[src/rtl/systolic_input_skewer_pkg.sv]
// Shared defaults, FSM state encodings and lane packing helper for the systolic input skewer.
package systolic_input_skewer_pkg;

  localparam int DIMENSION_DEF = 4;
  localparam int I_BITS_DEF    = 8;

  localparam logic [1:0] ST_IDLE  = 2'd0;
  localparam logic [1:0] ST_PRIME = 2'd1;
  localparam logic [1:0] ST_LOAD  = 2'd2;
  localparam logic [1:0] ST_DRAIN = 2'd3;

  // Low bit of a lane inside a packed lane vector.
  function automatic int lane_lsb(input int lane, input int bits);
    return lane * bits;
  endfunction

endpackage

[src/rtl/systolic_input_skewer_delay_line.sv]
// skew_delay_line: DEPTH-stage shift register with synchronous clear; output is the last stage.
module skew_delay_line
  import systolic_input_skewer_pkg::*;
#(
  parameter int DEPTH = 1,
  parameter int WIDTH = 1
) (
  input  logic             i_clock,
  input  logic             i_clear,
  input  logic [WIDTH-1:0] i_data,
  output logic [WIDTH-1:0] o_data
);

  logic [WIDTH-1:0] stage_reg [DEPTH];

  always_ff @(posedge i_clock) begin
    if (i_clear) begin
      for (int s = 0; s < DEPTH; s++) stage_reg[s] <= '0;
    end else begin
      stage_reg[0] <= i_data;
      for (int s = 1; s < DEPTH; s++) stage_reg[s] <= stage_reg[s-1];
    end
  end

  assign o_data = stage_reg[DEPTH-1];

endmodule

[src/rtl/systolic_input_skewer.sv]
// Feeds a systolic array: primes edge PEs with a reset pulse, loads DIMENSION k-slices,
// then drains zeros, with lane i delayed by i cycles relative to lane 0.
module systolic_input_skewer
  import systolic_input_skewer_pkg::*;
#(
  parameter int DIMENSION = DIMENSION_DEF,
  parameter int I_BITS    = I_BITS_DEF
) (
  input  logic                        i_clock,
  input  logic                        i_reset,
  input  logic                        i_start,
  input  logic                        i_valid,
  output logic                        o_ready,
  input  logic [DIMENSION*I_BITS-1:0] i_a_col,
  input  logic [DIMENSION*I_BITS-1:0] i_b_row,
  output logic [DIMENSION*I_BITS-1:0] o_a,
  output logic [DIMENSION*I_BITS-1:0] o_b,
  output logic [DIMENSION-1:0]        o_a_reset,
  output logic [DIMENSION-1:0]        o_b_reset,
  output logic                        o_busy,
  output logic                        o_done,
  output logic                        o_underrun
);

  localparam int CNT_W = $clog2(DIMENSION + 1);
  localparam logic [CNT_W-1:0] LAST_CNT = CNT_W'(DIMENSION - 1);
  localparam int LANE_W = 2 * I_BITS + 1;

  logic [1:0]       state_reg, state_next;
  logic [CNT_W-1:0] beat_reg;
  logic [CNT_W-1:0] drain_reg;
  logic             done_reg;
  logic             underrun_reg;
  logic             prime_pulse;
  logic             load_beat;

  // A start arriving while o_done is high belongs to the DRAIN exit and is dropped.
  always_comb begin
    state_next = state_reg;
    case (state_reg)
      ST_IDLE:  if (i_start && !done_reg) state_next = ST_PRIME;
      ST_PRIME: state_next = ST_LOAD;
      ST_LOAD:  if (beat_reg == LAST_CNT) state_next = ST_DRAIN;
      ST_DRAIN: if (drain_reg == LAST_CNT) state_next = ST_IDLE;
      default:  state_next = ST_IDLE;
    endcase
  end

  always_ff @(posedge i_clock) begin
    if (i_reset) begin
      state_reg    <= ST_IDLE;
      beat_reg     <= '0;
      drain_reg    <= '0;
      done_reg     <= 1'b0;
      underrun_reg <= 1'b0;
    end else begin
      state_reg <= state_next;
      beat_reg  <= (state_reg == ST_LOAD) ? beat_reg + 1'b1 : '0;
      drain_reg <= (state_reg == ST_DRAIN) ? drain_reg + 1'b1 : '0;
      done_reg  <= (state_reg == ST_DRAIN) && (drain_reg == LAST_CNT);
      if ((state_reg == ST_LOAD) && !i_valid) underrun_reg <= 1'b1;
    end
  end

  assign prime_pulse = (state_reg == ST_PRIME);
  assign load_beat   = (state_reg == ST_LOAD) && i_valid;

  assign o_ready    = (state_reg == ST_LOAD);
  assign o_busy     = (state_reg != ST_IDLE);
  assign o_done     = done_reg;
  assign o_underrun = underrun_reg;

  generate
    for (genvar gi = 0; gi < DIMENSION; gi++) begin : g_lane
      localparam int LSB = lane_lsb(gi, I_BITS);
      logic [LANE_W-1:0] lane_in;
      logic [LANE_W-1:0] lane_out;

      // Missing beats are replaced by zeros so PE counters stay aligned.
      assign lane_in = {prime_pulse,
                        load_beat ? i_a_col[LSB +: I_BITS] : {I_BITS{1'b0}},
                        load_beat ? i_b_row[LSB +: I_BITS] : {I_BITS{1'b0}}};

      skew_delay_line #(
        .DEPTH(gi + 1),
        .WIDTH(LANE_W)
      ) u_delay (
        .i_clock(i_clock),
        .i_clear(i_reset),
        .i_data (lane_in),
        .o_data (lane_out)
      );

      assign o_a_reset[gi]         = lane_out[LANE_W-1];
      assign o_b_reset[gi]         = lane_out[LANE_W-1];
      assign o_a[LSB +: I_BITS]    = lane_out[2*I_BITS-1:I_BITS];
      assign o_b[LSB +: I_BITS]    = lane_out[I_BITS-1:0];
    end
  endgenerate

endmodule

[config.mk]
export PLATFORM = sky130hd
export DESIGN_NAME = systolic_input_skewer
export DESIGN_NICKNAME = d
export VERILOG_FILES = /design/src/rtl/systolic_input_skewer_pkg.sv /design/src/rtl/systolic_input_skewer_delay_line.sv /design/src/rtl/systolic_input_skewer.sv
export SDC_FILE = /design/constraint.sdc
export NUM_CORES = 1
export LEC_CHECK = 0
export CAP_MARGIN = 30
export CORE_MARGIN = 2
export CORE_UTILIZATION = 42
export DETAILED_ROUTE_END_ITERATION = 10
export PLACE_DENSITY = 0.74
export SETUP_SLACK_MARGIN = 0.5
export SYNTH_ARGS = -nofsm -noshare
export SYNTH_HDL_FRONTEND = slang
export SYNTH_SLANG_ARGS = --single-unit
[constraint.sdc]
create_clock -name i_clock -period 1.35 [get_ports i_clock]
set_input_delay 0.27 -clock i_clock [delete_from_list [all_inputs] [get_ports i_clock]]
set_output_delay 0.27 -clock i_clock [all_outputs]
set_load 0.01 [all_outputs]
# --- Yosys cells after proc, flatten, opt, wreduce, memory -nomap -nowiden ---
# Memory sizes are Yosys's and may differ from the RTL's.
# Cells that the tools add are included.
classes:
  bitwise_logic: 11
  n_reduce_logical: 12
  n_addsub: 2
  muxes: 26
  n_eq_ne: 8
op_table:
  columns: ["op", "count"]
  rows:
  - ["two-way mux 17 bit", 10]
  - ["two-way mux 8 bit", 8]
  - ["OR reduction 17 bit", 1]
  - ["OR 1 bit", 9]
  - ["case mux 2 bit (4 select lines)", 1]
  - ["adder 3 x 1 -> 3 bit (second input constant)", 2]
  - ["== test 3 x 2 -> 1 bit (second input constant)", 2]
  - ["two-way mux 2 bit", 3]
  - ["== test 2 bit (second input constant)", 2]
  - ["logical AND 1 bit", 4]
  - ["two-way mux 1 bit", 4]
  - ["!= test 2 x 1 -> 1 bit (second input constant)", 2]
  - ["OR reduction 2 bit", 2]
  - ["AND reduction 3 bit", 1]
  - ["== test 2 x 1 -> 1 bit (second input constant)", 1]
  - ["logical NOT 1 bit", 2]
  - ["logical NOT 2 bit", 1]
  - ["!= test 2 bit (second input constant)", 1]
  - ["NOT 1 bit", 2]
  - ["nonzero test 2 bit", 1]
word_totals:
  output_inout_bits: 76
  reg_bits: 10
  wordCells: 68
  memories: 4
  ram_bits: 170
  in_bits: 68
mem_list:
  columns: ["memory", "words", "width", "read_ports", "rd_clocked_by_memory_dff", "write_ports", "line", "rtl"]
  rows:
  - ["g_lane[3].u_delay.stage_reg", 4, 17, 4, 0, 4, "systolic_input_skewer_delay_line.sv:14", "logic [WIDTH-1:0] stage_reg [DEPTH];"]
  - ["g_lane[2].u_delay.stage_reg", 3, 17, 3, 0, 3, "systolic_input_skewer_delay_line.sv:14", null]
  - ["g_lane[1].u_delay.stage_reg", 2, 17, 2, 0, 2, "systolic_input_skewer_delay_line.sv:14", null]
  - ["g_lane[0].u_delay.stage_reg", 1, 17, 1, 0, 1, "systolic_input_skewer_delay_line.sv:14", null]

# --- Longest topological paths before layout ---
# Gate-level depths: netlist of the first run.
depth:
  ltp_word: 4
  mapped_depth: 6
  mapped_depth_nobuf: 5

# --- By module ---
# Synthesis of the first run repeated with hierarchy kept, for this count alone.
unflattened:
  cells_unflattened: 520
  area_unflattened_um2: 5815.6
modules_own_cells:
  columns: ["mod", "area_each_um2", "cells_per_inst", "instances"]
  rows:
  - ["skew_delay_line at g_lane[3].u_delay", 1836.8, 143, 1]
  - ["skew_delay_line at g_lane[2].u_delay", 1492.7, 124, 1]
  - ["skew_delay_line at g_lane[1].u_delay", 1064.8, 88, 1]
  - ["systolic_input_skewer", 945.9, 130, 1]
  - ["skew_delay_line at g_lane[0].u_delay", 475.5, 35, 1]

# --- Least setup slack after synthesis of the first run ---
# No wires, ideal clock.
synth_timing:
  path_type: "reg2reg"
  start: "register state_reg[0]"
  end: "register state_reg[0]"
  stages_incl_launch_ff: 5
  n_path_buf: 0
  setup_slack_ns: -0.069
  t_required_ns: 1.278
  t_arrival_ns: 1.347
  setup_time_ns: 0.072
  path_cell_list: "dfxtp_1 > inv_1 > ha_1 > a222oi_1 > mux2i_1"
synth_via:
  elab_chain_cells: 3
  word_cells_on_any_way: 9
  cone_classes: "eq/ne (6); mux (1); reduce/logical (2)"
synth_lines:
  columns: ["element", "line", "rtl"]
  rows:
  - ["from (decl)", "systolic_input_skewer.sv:29", "logic [1:0] state_reg, state_next;"]
  - ["from (signal assigned)", "systolic_input_skewer.sv:57", "state_reg <= state_next;"]
  - ["== test 2 bit *", null, null]
  - ["named net o_ready", "systolic_input_skewer.sv:13", "output logic o_ready,"]
  - ["!= test 2 x 1 -> 1 bit (no source line)", null, null]
  - ["AND reduction 3 bit (no source line)", null, null]
# Mark *: on every way through the listed nets, which the timed path passes. The rest lies on a longest branch.
# A chain may end at the register's enable or synchronous reset.

==> results of run 1 <==
worst register-to-register path, stage by stage, from the launching register on:
cell and delay [ns]:
dfxtp_4 0.37, inv_6 0.08, ha_4 0.14, buf_6 0.11, nand2b_4 0.06, nor2_4 0.19
buf_8 0.18, clkbuf_16 0.15, and2_4 0.13
final cells by class:
cell class | count | area [um2] | area share [%]
flip-flops and latches | 174 | 3540 | 46.6
clock inverters | 13 | 209 | 2.75
repair buffers | 173 | 1710 | 22.5
clock buffers | 19 | 443 | 5.84
multi-input cells | 193 | 1470 | 19.3
inverters | 10 | 42.5 | 0.561
well taps | 147 | 184 | 2.42
cell families (layout without fill, tap and decap cells):
family	count (synthesis)	count (layout)	synth area share, %
simple gates	179	179	21.7
flops	174	174	67.4
buf+inv	66	215	7.94
fa+ha+maj	9	9	2.18
compound gates	3	3	0.436
mux	2	2	0.387
routing by layer:
metal | wire (um) | GRT usage, %
met1 | 3480 | 13.6
met2 | 4590 | 22.7
met3 | 641 | 5.54
met4 | 181 | 6.75
met5 | 0 | 0
final timing paths:
| kind | startpoint | to | cells past startpoint |
|---|---|---|---|
| worst max-delay path | state_reg[0]$_SDFFE_PP0P_ | g_lane[2].u_delay.stage_reg[0][14]$_SDFF_PP0_ | 8 |
| worst min-delay path | i_reset | g_lane[1].u_delay.stage_reg[0][23]$_SDFF_PP0_ | 3 |
| worst min register to register | beat_reg[0]$_SDFF_PP0_ | beat_reg[0]$_SDFF_PP0_ | 1 |
| worst max register to register | state_reg[0]$_SDFFE_PP0P_ | g_lane[2].u_delay.stage_reg[0][14]$_SDFF_PP0_ | 8 |
per-stage QoR:
stage               cell area [um2]  instances  utilization [%]  TNS (ns)
floorplan                      5230        433                -         0
CTS                            7180        719             59.8    -0.444
detailed placement             6570        676             54.7     -1.25
global placement               6570        676             54.7     -1.00
global route                   7590        729             63.2     -8.12
finish                         7590        729             63.2     -3.62
what timing repair did:
| item | in CTS | in global routing |
|---|---|---|
| gates resized for setup | 368 | 77 |
| cloned | 2 | 6 |
| buffers inserted | 9 | 4 |
| endpoints found under the setup margin | 151 | 151 |
| pin swaps | 1 | 46 |
power breakdown:
group          internal, mW  leakage, nW  total (mW)  switching [mW]
Combinational         0.966         1.53        1.54           0.570
Sequential             5.35         1.42        5.46           0.107
Clock                  3.35        0.323        5.28            1.93
Total                  9.67         3.28        12.3            2.61
synth_stat cells:
cell type,n
dfxtp_1,174
nor2b_1,100
and2_1,64
buf_4,40
buf_2,10
inv_1,10
ha_1,9
nor2_1,8
clkbuf_1,6
nand2b_1,4
mux2i_1,2
nand2b_4,2
a21oi_1,1
a222oi_1,1
nor2_4,1
o21bai_1,1
layout by cell type (no fill, tap or decap), types with 3 or more instances in the layout:
cell / netlist / routed
buf_8: 0 / 3
buf_4: 40 / 9
buf_12: 0 / 4
inv_2: 0 / 3
dfxtp_4: 0 / 3
buf_6: 0 / 47
clkdlybuf4s50_1: 0 / 66
inv_6: 0 / 5
dfxtp_1: 174 / 138
and2_4: 0 / 38
clkbuf_16: 0 / 21
nor2b_1: 100 / 100
bufinv_16: 0 / 5
nand2b_4: 2 / 3
nand2b_1: 4 / 3
ha_4: 0 / 5
inv_1: 10 / 6
nor2_2: 0 / 4
dfxtp_2: 0 / 33
and2_1: 64 / 26
nor2_1: 8 / 3
clkinv_2: 0 / 3
buf_2: 10 / 39
==> results.md, run 1 <==
- GRT overflow: 0
- Number of global-route vias before repair: 2867
- Max reg flops: 164
- Type of the worst min-delay path: input pin to flop
- Least-Margin Pin Slew: 0.286 ns
- Via density: 4.20
- Half-perimeter wire length after placement: 5530 um
- Row count: 40
- Area growth from synthesis to layout: 46.8%
- Fin crit period: 1.45 ns
- Leading area contributor after synthesis: dfxtp_1
- Total leakage power: 3.28 nW
- Die X: about 110 um
- CTS Root Cell: clkbuf_16
- Initial antenna violation count: 0
- Post-Syn Area per Cell: 11.9 um2
- First-pass GRT wire length: 13000 um
- H-Tree Depth: 4
- Failing checks: negative setup slack
- Max_cap viols: 0
- Filler instances: between 900 and 1k
- Final worst-path cycle share: 107%
- Sequential fraction of the synthesis area: 67.4%
- Slew Limit Fails: 0
- Die H: approximately 110 um
- Post-Place Setup Slack: -0.226 ns
- Register-to-register setup slack: -0.1 ns
- Crit-path max FO: 5
- WL final: 8890 um
- Clock Sinks: 174
- Largest net degree at the start of global routing: 64
- Startpoint Class: flop
- Remaining antenna violation count after routing: 0
- Min setup slack post-route: -0.0972 ns
- Length of the first detailed-routing pass in iterations: 4
- Share of cells above drive strength 1: 40.0%
- Synth area leaders: dfxtp_1 (67%), nor2b_1 (12%), and2_1 (7.7%)
- Worst slew margin: roughly four fifths
- Clock transition at path regs: 0.06 ns
- Max Clock Freq: 0.691 GHz
- CP endpoint kind: flop
- # DRC: 0
- Pwr dens: roughly 1600 nW/um2
- CP Data Arrival Time: 1.81 ns
- Core area: roughly 12000 um2
- Synth Instances: 433
- Drt wl/cell: roughly 12 um
- CTS Buf Count: 17
- Worst path max stage delay: 0.37 ns
- CP top delay family: buffers and inverters
- Yosys cell types: 16
- Mapped Area: 5170 um2
- Vias: 3060
- ANT cells: 0
- CP bufs+invs: 4
- Final setup fails: 67
- RD Place Congestion: 0.712
- Synth Warn #: 0
- DRT iter0 DRCs: 69
- Worst skew pair latency: 0.42 ns
- # hold bufs at CTS: 0
- Final-report hold violation count: 0
- Crit Path Category: flop to flop
- RSZ-0062 raised after global routing: yes
- Post-synth top area share: a little under 70%
- Hold slack: 0.278 ns
- Status: finished, violations left
- #FFs+latches synth: roughly 170
- CP max stage cell: dfxtp_4
- Max VDD drop: 0.811 mV
- Worst path required time: 1.72 ns
- CTS Buffer Depth: 2
- Post-Syn Nets: 510
- Input/output buffers: 143
- I/O Pins: 144
- GRT Total Usage: roughly an eighth
- Tot Pwr: 12.3 mW
- Initial Utilization: a little over two fifths
- CTS tree: yes
- Full die area: around 13000 um2
- Critical-path cell list: inv_6 -> ha_4 -> buf_6 -> nand2b_4 -> nor2_4 -> buf_8 -> clkbuf_16 -> and2_4
- Final nets: 646
- Clock Skew: 0.00758 ns
No activity file was read; power rests on OpenSTA's default activity.
==> run 2, diff against run 1 <==
- CAP_MARGIN: 30 -> 15
==> results of run 2 <==
No change in the layout: final DEF, timing and power equal those of run 1.
